[src/rtl/stopwatch_n.sv]
`default_nettype none
// ============================================================================
// Module   : stopwatch_n
// Brief    : Elapsed-cycle stopwatch. 'first' clears and arms the counter,
//            'done' captures the count into a result register that is held
//            until the consumer accepts it with 'result_ready'. Overflow is
//            sticky per measurement and either saturates or wraps the count.
// Revision : 1.0 - initial release
// ============================================================================
module stopwatch_n #(
    parameter int WIDTH    = 8,
    parameter bit SATURATE = 1'b1
) (
    input  logic             clk,
    input  logic             rst_n,
    input  logic             first,
    input  logic             done,
    input  logic             result_ready,
    output logic [WIDTH-1:0] count,
    output logic [WIDTH-1:0] result,
    output logic             result_valid,
    output logic             overflow,
    output logic             running
);

    localparam logic [WIDTH-1:0] c_max = '1;

    typedef enum logic [1:0] {
        S_IDLE = 2'd0,
        S_RUN  = 2'd1,
        S_HOLD = 2'd2
    } state_t;

    state_t           r_state;
    state_t           w_state_nxt;
    logic [WIDTH-1:0] r_count;
    logic [WIDTH-1:0] r_result;
    logic             r_result_valid;
    logic             r_overflow;
    logic             r_running;

    logic [WIDTH-1:0] w_count_nxt;
    logic [WIDTH-1:0] w_result_nxt;
    logic             w_result_valid_nxt;
    logic             w_overflow_nxt;
    logic [WIDTH-1:0] w_inc;
    logic             w_at_max;

    assign w_at_max = (r_count == c_max);

    // Overflow behaviour of the incrementer is fixed at elaboration time.
    generate
        if (SATURATE) begin : g_saturate
            assign w_inc = w_at_max ? c_max : (r_count + 1'b1);
        end else begin : g_wrap
            assign w_inc = r_count + 1'b1;
        end
    endgenerate

    // Next-state and next-output decode; first beats done beats result_ready.
    always_comb begin
        w_state_nxt        = r_state;
        w_count_nxt        = r_count;
        w_result_nxt       = r_result;
        w_result_valid_nxt = r_result_valid;
        w_overflow_nxt     = r_overflow;

        if (first) begin
            // Restart from any state; a pending result is dropped but the
            // result register itself keeps its last value.
            w_state_nxt        = S_RUN;
            w_count_nxt        = '0;
            w_overflow_nxt     = 1'b0;
            w_result_valid_nxt = 1'b0;
        end else begin
            case (r_state)
                S_RUN: begin
                    if (done) begin
                        w_state_nxt        = S_HOLD;
                        w_result_nxt       = r_count;
                        w_result_valid_nxt = 1'b1;
                    end else begin
                        w_count_nxt = w_inc;
                        if (w_at_max) begin
                            w_overflow_nxt = 1'b1;
                        end
                    end
                end
                S_HOLD: begin
                    if (result_ready) begin
                        w_state_nxt        = S_IDLE;
                        w_result_valid_nxt = 1'b0;
                    end
                end
                default: begin
                    w_state_nxt = S_IDLE;
                end
            endcase
        end
    end

    // State and output registers; reset clears everything without a clock.
    always_ff @(posedge clk or negedge rst_n) begin
        if (!rst_n) begin
            r_state        <= S_IDLE;
            r_count        <= '0;
            r_result       <= '0;
            r_result_valid <= 1'b0;
            r_overflow     <= 1'b0;
            r_running      <= 1'b0;
        end else begin
            r_state        <= w_state_nxt;
            r_count        <= w_count_nxt;
            r_result       <= w_result_nxt;
            r_result_valid <= w_result_valid_nxt;
            r_overflow     <= w_overflow_nxt;
            r_running      <= (w_state_nxt == S_RUN);
        end
    end

    assign count        = r_count;
    assign result       = r_result;
    assign result_valid = r_result_valid;
    assign overflow     = r_overflow;
    assign running      = r_running;

endmodule
`default_nettype wire

[config.mk]
export PLATFORM = sky130hd
export DESIGN_NAME = stopwatch_n
export DESIGN_NICKNAME = d
export VERILOG_FILES = /design/src/rtl/stopwatch_n.sv
export SDC_FILE = /design/constraint.sdc
export NUM_CORES = 1
export LEC_CHECK = 0
export BUFFER_PORTS_ARGS = -buffer_cell sky130_fd_sc_hd__buf_2
export CORE_AREA = 2 2 50 52
export CTS_BUF_LIST = sky130_fd_sc_hd__clkbuf_8 sky130_fd_sc_hd__clkbuf_16
export DETAILED_ROUTE_END_ITERATION = 6
export DIE_AREA = 0 0 52 54
export GPL_TIMING_DRIVEN = 0
export PLACE_DENSITY_LB_ADDON = 0.05
export SYNTH_ARGS = -nofsm -noshare
export SYNTH_HDL_FRONTEND = slang
export SYNTH_SLANG_ARGS = --single-unit
[constraint.sdc]
create_clock -name clk -period 1.5 [get_ports clk]
set_input_delay 0.15 -clock clk [delete_from_list [all_inputs] [get_ports clk]]
set_output_delay 0.15 -clock clk [all_outputs]
set_load 0.05 [all_outputs]
# --- Word-level counts from Yosys, hierarchy flattened ---
# Cells that the tools add are included.
classes:
  mux: 16
  reduce_logical: 7
  bitwise_logic: 1
  eq_ne: 7
  add_sub_neg: 1
op_table:
  columns: ["op", "count"]
  rows:
  - ["$mux W8", 4]
  - ["$reduce_and A3 Y1", 3]
  - ["$add A8 B1 Y8 const B", 1]
  - ["$eq A8 B8 Y1 const B", 1]
  - ["$mux W1", 7]
  - ["$mux W2", 3]
  - ["$ne A3 B3 Y1 const B", 2]
  - ["$eq A2 B1 Y1 const B", 2]
  - ["$pmux W2 S2", 1]
  - ["$reduce_bool A2 Y1", 2]
  - ["$reduce_bool A3 Y1", 1]
  - ["$eq A2 B2 Y1 const B", 1]
  - ["$ne A2 B2 Y1 const B", 1]
  - ["$pmux W1 S2", 1]
  - ["$reduce_and A2 Y1", 1]
  - ["$not A1 Y1", 1]
word_totals:
  register_bits: 21

# --- Depth between registers and ports, before layout ---
# Gate-level depths: netlist of run 1.
logic_depth:
  depth_word: 5
  ltp_mapped: 6

# --- Least setup slack after synthesis of run 1 ---
# Ideal clock, no wire load.
synth_path:
  path_type: "register to register"
  from: "reg r_count[3], in the netlist count[3]"
  to: "reg r_overflow, in the netlist overflow"
  t_required_ns: 1.417
  synth_period_minus_slack_ns: 1.694
  stages_incl_launch_ff: 5
  setup_time_ns: 0.083
  arrival_time_ns: 1.612
  path_slack_ns: -0.194
  path_buffers: 0
  cell_sequence: "dfrtp_1 nand3_1 or3_1 or3_4 o21ai_0"
synth_via:
  elab_chain_cells: 3
synth_lines:
  columns: ["element", "line", "source"]
  rows:
  - ["start: declaration", "36", "logic [WIDTH-1:0] r_count;"]
  - ["start signal: assignment", "113", "r_count <= w_count_nxt;"]
  - ["$eq A8 B8 Y1", "49", "assign w_at_max = (r_count == c_max);"]
  - ["$reduce_bool A2 Y1 (no source line)", null, null]
  - ["$reduce_and A3 Y1 (no source line)", null, null]
  - ["end signal: assignment", "116", "r_overflow <= w_overflow_nxt;"]
  - ["end: declaration", "39", "logic r_overflow;"]
# No other way between the ends.
# A chain may end at the register's enable or synchronous reset.

# --- Final worst setup path of run 1 ---
layout_path:
  from: "reg r_state[1]"
  to: "reg r_count[7], in the netlist count[7]"
layout_via:
  elab_chain_cells: 3
layout_lines:
  columns: ["element", "line", "source"]
  rows:
  - ["start: declaration", "34", "state_t r_state;"]
  - ["start signal: assignment", "112", "r_state <= w_state_nxt;"]
  - ["$eq A2 B1 Y1", "76", "case (r_state)"]
  - ["$reduce_bool A2 Y1 (no source line)", null, null]
  - ["$reduce_and A2 Y1 (no source line)", null, null]
# No other way between the ends.

==> flow_summary.json, run 1 <==
{
  "status": "finished clean",
  "post-route-util": 0.554,
  "ir_drop_v": 0.000405,
  "cap_violations": 0,
  "route.detailed.drc": 0,
  "critPathRequiredTime_ns": 1.66,
  "tightest_slew_ns": 0.466,
  "setup-tns-final_ns": 0,
  "cts-root-buf": "clkbuf_8",
  "ctsLongestPathBuffers": 2,
  "drive_above_1_share": 0.447,
  "worst_clock_skew_ns": 0.00729,
  "grt_usage": 0.143,
  "p_leak_nw": 0.643,
  "die_h_um": 54,
  "grt_pass1_vias": 679,
  "dieArea_um2": 2810,
  "setup_viol": 0,
  "grt_use_met2": 0.234,
  "end_kind": "register",
  "drt-total-wl_um": 2060,
  "ys_seq_area_frac": 0.534,
  "synth_area_leader_cell": "dfrtp_1",
  "initial_core_util": 0.424,
  "critPathMaxFanout": 7,
  "final_net_count": 133,
  "ys_ff_latch": 21,
  "critPathLaunchType": "register",
  "drtIter0Drc": 14,
  "synthToLayoutAreaGrowth_pct": 30.6,
  "ctsHtreeMaxLevel": 1,
  "place_hpwl_um": 1370,
  "syn-num-nets": 99,
  "rsz0062_at_grt": "yes",
  "layout_min_cycle_time_ns": 1.45,
  "fmax_ghz": 0.689,
  "insertion_delay_ns": 0.25,
  "fp.coreArea_um2": 2320,
  "relSlewSlack": 0.689,
  "synthTopCellsByCount": "dfrtp_1, inv_1, o21ai_0",
  "total_power_w": 0.00114,
  "met1_usage": 0.189,
  "cellPowerDensity_nw_per_um2": 887,
  "cts_tree": "built",
  "slew_viol_final": 0,
  "synth_flop_cell": "dfrtp_1",
  "synth_top_area_frac": 0.534,
  "io_pins": 24,
  "syn_inst": 90,
  "final_area_um2": 1290,
  "port_buffers": 23,
  "num_rows": 18,
  "diodes": 0,
  "min_path_type": "in -> reg",
  "place_congestion": 0.830,
  "yosysUniqueCellTypes": 27,
  "synthArstFlopShare": 1.00,
  "synth_warnings": 0,
  "met3_usage": 0.0194,
  "globalRouteOverflowTotal": 0,
  "yosys.cell_count.top_type": "dfrtp_1",
  "cts_made_buffers": 3,
  "period_share": 0.967,
  "wl_per_cell_um": 13.4,
  "grt_pass1_wl_um": 3010,
  "grt_max_degree": 22,
  "synth_area_um2": 985,
  "grt_busiest_layer": "met2",
  "syn_avg_cell_area_um2": 10.9,
  "drt-pass1-iter-count": 4,
  "antenna_found_initial": 0,
  "place_area_um2": 1150,
  "synth_edf_count": 0,
  "hold_violations": 0,
  "drt.antenna.violating_nets": 0,
  "worstSetupPathType": "reg -> reg",
  "vias": 787,
  "vias_per_cell": 5.14,
  "cts_sinks": 21,
  "die_w_um": 52,
  "cp.arrival_ns": 1.61,
  "path_clk_slew_ns": 0.08,
  "synth_area_leaders": "dfrtp_1, mux2_2, ha_1"
}
==> cell families after synthesis <==
family / share of synthesized area
AND/OR/NAND/NOR: 0.149
flip-flops: 0.534
AO/OA/AOI/OAI: 0.0978
buffers and inverters: 0.0343
multiplexers: 0.0991
XOR/XNOR: 0.0356
adder cells (fa/ha/maj): 0.0508
==> path summary, 6_finish.rpt <==
| kind | from | cells after the start | end | slack, ns |
|---|---|---|---|---|
| worst max-delay path | r_state[1] | 6 | count[7] | 0.05 |
| worst min-delay path | first | 2 | overflow | 0.19 |
| worst max register to register | r_state[1] | 6 | count[7] | 0.05 |
| worst min register to register | result[6] | 2 | result[6] | 0.48 |
| max in group asynchronous | rst_n | 2 | count[6] | 0.77 |
| min in group asynchronous | rst_n | 2 | result[3] | 0.38 |
==> sequential cells by signal, summed over array words and instances, names as in the netlist <==
register and flops:
overflow 1, result 8, count 8, result_valid 1, r_state 2, running 1
==> power breakdown <==
part	total, W	internal [W]	switching, W
clock network	0.000359	0.000184	0.000175
logic	0.000180	0.0000583	0.000122
registers	0.000601	0.000586	0.0000152
==> layout make-up <==
| type | instances | area [um^2] |
|---|---|---|
| Clock buffer | 3 | 41.3 |
| Tap cell | 30 | 37.5 |
| Buffer | 1 | 3.75 |
| Clock inverter | 1 | 5.00 |
| Multi-Input combinational cell | 60 | 472 |
| Sequential cell | 21 | 534 |
| Inverter | 8 | 30.0 |
| Fill cell | 205 | 1030 |
| Timing Repair Buffer | 29 | 163 |
==> stage by stage <==
stage	hold WS (ns)	std cells	setup slack, ns
global route	0.218	153	-0.0471
finish	0.194	153	0.0492
CTS	0.194	151	0.0121
floorplan	-0.146	90	0.0110
detailed placement	0.129	143	-0.169
global placement	0.127	143	-0.150
==> layer usage <==
metal  vias up  share of wire
met3         2          0.044
li1        384              -
met2        24           0.48
met5         -              0
met1       377           0.47
met4         0         0.0049
==> timing repair <==
item,CTS,global route
endpoints found under the setup margin,14,5
pin swaps,2,1
hold buffers,1,0
buffers inserted,3,2
gates resized for setup,3,5
endpoints found under the hold margin,21,0
==> cell usage in the layout, fill, tap and decap left out, drive strengths merged, types with 2 or more instances in the layout <==
master  count
or3         2
mux2        6
a21oi       3
inv         8
dfrtp      21
nand4b      2
nand2       6
nand2b      2
clkbuf      4
buf        28
ha          4
nor2        6
xnor2       3
nand3       2
nor3        2
o21ai       8
a211oi      2
mux2i       3
==> worst max-delay path, cell delays in order, from the launching register on <==
cell      delay, ns
dfrtp_1        0.42
inv_2          0.09
ha_4           0.18
nand2b_4       0.09
nor4_4         0.28
nor2_1         0.10
a211oi_2       0.21
(Power assumes the default switching activity.)
==> inputs of run 2 (changes only) <==
==> config.mk (replaced) <==
export PLATFORM = sky130hd
export DESIGN_NAME = stopwatch_n
export DESIGN_NICKNAME = d
export VERILOG_FILES = /design/src/rtl/stopwatch_n.sv
export SDC_FILE = /design/constraint.sdc
export NUM_CORES = 1
export LEC_CHECK = 0
export BUFFER_PORTS_ARGS = -buffer_cell sky130_fd_sc_hd__buf_4
export CORE_AREA = 2 2 44 87
export CTS_BUF_LIST = sky130_fd_sc_hd__clkbuf_8 sky130_fd_sc_hd__clkbuf_16
export DETAILED_ROUTE_END_ITERATION = 6
export DIE_AREA = 0 0 46 89
export GPL_TIMING_DRIVEN = 0
export PLACE_DENSITY_LB_ADDON = 0.05
export REMOVE_ABC_BUFFERS = 1
export SYNTH_ARGS = -nofsm -noshare
export SYNTH_HDL_FRONTEND = slang
export SYNTH_SLANG_ARGS = --single-unit
==> run 2 against run 1 <==
Effect of this change:
- hold slack worse by 0.039 ns
- die area grew 46%
- cell area increased by 7.4%
- clock power increased by 5.6%
- register-to-register slack about the same
- sequential share of layout area shrank 3.3 points
==> flow_summary.json, run 2 (synthesized netlist as in run 1, its figures left out) <==
{
  "io_pins": 24,
  "cellPowerDensity_nw_per_um2": 852,
  "p_seq_frac": 0.512,
  "critPathMaxFanout": 5,
  "setup_viol": 0,
  "period_share": 0.966,
  "die_h_um": 89,
  "post-route-util": 0.409,
  "clock_power_share": 0.322,
  "vias_per_cell": 5.13,
  "fmax_ghz": 0.690,
  "critPathLaunchType": "register",
  "ctsLongestPathBuffers": 2,
  "vias": 820,
  "cts-root-buf": "clkbuf_8",
  "cts_sinks": 21,
  "p_switching_w": 0.000332,
  "drive_above_1_share": 0.453,
  "insertion_delay_ns": 0.26,
  "hold_violations": 0,
  "drtIter0Drc": 16,
  "die_w_um": 46,
  "status": "finished clean",
  "layout_commonest_cell": "buf_4",
  "total_power_w": 0.00118,
  "num_rows": 30,
  "globalRouteOverflowTotal": 0,
  "initial_core_util": 0.291,
  "switching_share": 0.282,
  "cts_tree": "built",
  "cap_violations": 0,
  "slew_viol_final": 0,
  "final_net_count": 138,
  "layout_common_cells": "buf_4, dfrtp_1, o21ai_0",
  "cp.arrival_ns": 1.64,
  "internal-power_w": 0.000845,
  "critPathRequiredTime_ns": 1.69,
  "antenna_found_initial": 0,
  "grt_pass1_wl_um": 3630,
  "grt_max_degree": 22,
  "tightest_slew_ns": 0.272,
  "end_kind": "register",
  "port_buffers": 23,
  "worstSetupPathType": "reg -> reg",
  "drt.antenna.violating_nets": 0,
  "path_clk_slew_ns": 0.08,
  "min_path_type": "in -> reg",
  "whs_ns": 0.155,
  "fp.coreArea_um2": 3380,
  "synthToLayoutAreaGrowth_pct": 40.3,
  "ir_drop_v": 0.000513,
  "ctsHtreeMaxLevel": 1,
  "worst_clock_skew_ns": 0.00654,
  "cts_made_buffers": 3,
  "drt-pass1-iter-count": 4,
  "combPwrFrac": 0.166,
  "drt-total-wl_um": 2230,
  "layout_min_cycle_time_ns": 1.45,
  "diodes": 0,
  "route.detailed.drc": 0,
  "place_hpwl_um": 1560,
  "relSlewSlack": 0.818,
  "p_leak_nw": 0.677,
  "dieArea_um2": 4090,
  "grt_pass1_vias": 844,
  "wl_per_cell_um": 14.0,
  "place_congestion": 0.672,
  "grt_usage": 0.122
}
run 2: worst max-delay path, cell delays in order (launching register included):
cell     delay, ns
dfrtp_1       0.42
inv_2         0.08
or3_1         0.41
or3_4         0.38
o21ai_0       0.09
run 2: per-layer routing:
layer / share of wire / vias up / routed length, um / global-route usage
met4: 0.020 / 0 / 44 / 0.0623
met2: 0.54 / 19 / 1210 / 0.215
li1: - / 387 / - / -
met1: 0.40 / 410 / 891 / 0.132
met5: 0 / - / 0 / 0
met3: 0.040 / 4 / 89 / 0.0222
run 2: timing repair:
item,4_1_cts,5_1_grt
pin swaps,1,2
gates resized for setup,3,12
gates cloned,0,0
buffers inserted,2,9
hold endpoints to repair,21,0
endpoints found under the setup margin,16,8
hold buffers,1,0
run 2: power groups by stage:
stage | Clock (W) | Sequential [W] | Combinational [W]
after floorplan | 0 | 0.000666 | 0.0000559
after global placement | 0 | 0.000611 | 0.000179
after detailed placement | 0 | 0.000612 | 0.000180
after CTS | 0.000391 | 0.000601 | 0.000185
after global routing | 0.000414 | 0.000606 | 0.000215
final | 0.000379 | 0.000603 | 0.000195
run 2: worst paths after layout:
| kind | start | end | slack, ns | depth (start not counted) |
|---|---|---|---|---|
| max | count[7] | count[4] | 0.05 | 4 |
| min reg2reg | result[6] | result[6] | 0.49 | 2 |
| min in group asynchronous | rst_n | count[4] | 0.30 | 2 |
| min | first | count[7] | 0.16 | 2 |
| max in group asynchronous | rst_n | count[0] | 0.96 | 2 |
| max reg2reg | count[7] | count[4] | 0.05 | 4 |
run 2: cell type report:
type,instances,area (um^2)
flip-flops and latches,21,528
clock inverters,1,5.00
inverters,8,30.0
multi-input cells,60,472
fillers,355,2000
well taps,32,40.0
clock buffers,3,41.3
repair buffers,35,265
run 2: through the flow:
stage	setup WS, ns	cell area, um^2	cells	setup TNS [ns]
6_report	0.0505	1380	160	0
5_1_grt	-0.00703	1380	160	-0.0179
4_1_cts	-0.0956	1270	151	-0.106
3_5_place_dp	-0.212	1190	144	-1.87
3_3_place_gp	-0.169	1190	144	-1.24
2_1_floorplan	-0.194	981	89	-1.15
==> inputs of run 3 (changes only) <==
--- a/config.mk
+++ b/config.mk
@@ -11,7 +11,7 @@
 export DETAILED_ROUTE_END_ITERATION = 6
 export DIE_AREA = 0 0 46 89
 export GPL_TIMING_DRIVEN = 0
-export PLACE_DENSITY_LB_ADDON = 0.05
+export PLACE_DENSITY = 0.59
 export REMOVE_ABC_BUFFERS = 1
 export SYNTH_ARGS = -nofsm -noshare
 export SYNTH_HDL_FRONTEND = slang
==> run 3 against run 2 <==
Effect of this change:
- critical path depth unchanged
- sequential power about the same
- routed wire length decreased by 9.1%
- hold slack improved by 0.0090 ns
- core utilization decreased by 0.74 points
- total power decreased by 2.7%
- via count decreased by 2.7%
- fmax increased by 0.87%
- first-iteration DRC count increased by 31%
- non-clock buffer count decreased by 4
- worst setup slack improved by 0.012 ns
- critical endpoint is now overflow
- largest cell class unchanged
==> flow_summary.json, run 3 (synthesized netlist as in run 1, its figures left out) <==
{
  "insertion_delay_ns": 0.25,
  "cap_violations": 0,
  "synthToLayoutAreaGrowth_pct": 37.7,
  "dieArea_um2": 4090,
  "cpPeakStageDelay_ns": 0.40,
  "place_congestion": 0.724,
  "ctsHtreeMaxLevel": 1,
  "vias": 798,
  "drt-total-wl_um": 2030,
  "end_kind": "register",
  "period_share": 0.958,
  "cts_made_buffers": 3,
  "crit_top_cell": "or3_4",
  "tightest_slew_ns": 0.263,
  "critPathLaunchType": "register",
  "slew_viol_final": 0,
  "die_w_um": 46,
  "fillers": 357,
  "final_cells": 156,
  "drt.antenna.violating_nets": 0,
  "grt_pass1_vias": 770,
  "relSlewSlack": 0.823,
  "vias_per_cell": 5.12,
  "num_rows": 30,
  "setup-tns-final_ns": 0,
  "cp.arrival_ns": 1.61,
  "critPathMaxFanout": 5,
  "route.detailed.drc": 0,
  "antenna_found_initial": 0,
  "wl_per_cell_um": 13.0,
  "fp.coreArea_um2": 3380,
  "worstSetupPathType": "reg -> reg",
  "die_h_um": 89,
  "cp_slowest_cell": "or3_4",
  "layout_min_cycle_time_ns": 1.44,
  "diodes": 0,
  "grt_max_degree": 22,
  "whs_ns": 0.164,
  "post-route-util": 0.401,
  "critPathRequiredTime_ns": 1.68,
  "cp_cell_sequence": "inv_1 -> or3_4 -> or3_4 -> o21ai_1",
  "fmax_ghz": 0.696,
  "drtIter0Drc": 21,
  "cts-root-buf": "clkbuf_8",
  "layout_commonest_cell": "buf_4",
  "cts_tree": "built",
  "path_clk_slew_ns": 0.08,
  "io_pins": 24,
  "final_net_count": 134,
  "initial_core_util": 0.291,
  "total_power_w": 0.00115,
  "cts_sinks": 21,
  "status": "finished clean",
  "dp.cells": 144,
  "drive_above_1_share": 0.419,
  "cellPowerDensity_nw_per_um2": 844,
  "place_hpwl_um": 1460,
  "min_path_type": "in -> reg",
  "layout_common_cells": "buf_4, dfrtp_1, inv_1, o21ai_0",
  "ir_drop_v": 0.000575,
  "drt-pass1-iter-count": 4,
  "worst_clock_skew_ns": 0.00317,
  "hold_violations": 0,
  "setup_viol": 0,
  "rr_startpoint": "count[7]",
  "port_buffers": 23,
  "ctsLongestPathBuffers": 2,
  "grt_pass1_wl_um": 3280,
  "globalRouteOverflowTotal": 0,
  "min-delay-start": "first",
  "p_leak_nw": 0.667,
  "grt_usage": 0.108,
  "startpoint": "count[7]"
}
## run 3: cell types whose count changed in the layout (fill, tap and decap cells not counted), sizes merged
cell / delta
buf: -4
inv: +1
clkinv: -1
## run 3: power by group
part	internal [W]	leakage [nW]	total [W]	switching (W)
clock	0.000182	0.0269	0.000355	0.000174
combinational	0.0000684	0.357	0.000187	0.000119
sequential	0.000585	0.283	0.000602	0.0000172
## run 3: routing by layer
| layer | up-vias | part of all wire | track usage |
|---|---|---|---|
| met3 | 2 | 0.042 | 0.0182 |
| met5 | - | 0 | 0 |
| met2 | 15 | 0.56 | 0.194 |
| met4 | 0 | 0.0084 | 0.0390 |
| li1 | 384 | - | - |
| met1 | 397 | 0.38 | 0.119 |
## run 3: cell type report
| cell class | instances | area, um^2 | share of cell area |
|---|---|---|---|
| multi-input combinational | 60 | 478 | 0.352 |
| clock inverter | 1 | 3.75 | 0.00277 |
| tap | 32 | 40.0 | 0.0295 |
| clock buffer | 3 | 41.3 | 0.0304 |
| timing repair buffer | 31 | 235 | 0.173 |
| inverter | 8 | 30.0 | 0.0221 |
| sequential | 21 | 528 | 0.389 |
## run 3: through the flow
stage          setup slack (ns)  instance area (um^2)
4_1_cts                 0.00194                  1310
5_1_grt                -0.00871                  1360
3_3_place_gp             -0.124                  1190
6_report                 0.0629                  1360
2_1_floorplan            -0.194                   981
3_5_place_dp             -0.171                  1190
## run 3: worst max-delay path: cells and delay by family, from the launching register on
family	cells	cell delay [ns]
flip-flops	1	0.39
buffers and inverters	1	0.10
AO/OA/AOI/OAI	1	0.10
AND/OR/NAND/NOR	2	0.76
## run 3: path summary, 6_finish.rpt
kind | end | slack [ns] | depth (start not counted)
min in group asynchronous | result[0] | 0.32 | 2
worst min-delay path | count[7] | 0.16 | 2
worst max register to register | overflow | 0.06 | 4
worst max-delay path | overflow | 0.06 | 4
max in group asynchronous | count[3] | 0.95 | 2
worst min register to register | result[7] | 0.49 | 2
## run 3: repair_timing
item | CTS | global route
pin swaps | 2 | 1
endpoints found under the hold margin | 21 | 0
buffers inserted | 4 | 3
setup endpoints to repair | 15 | 7
hold buffers | 1 | 0
gates resized for setup | 5 | 9
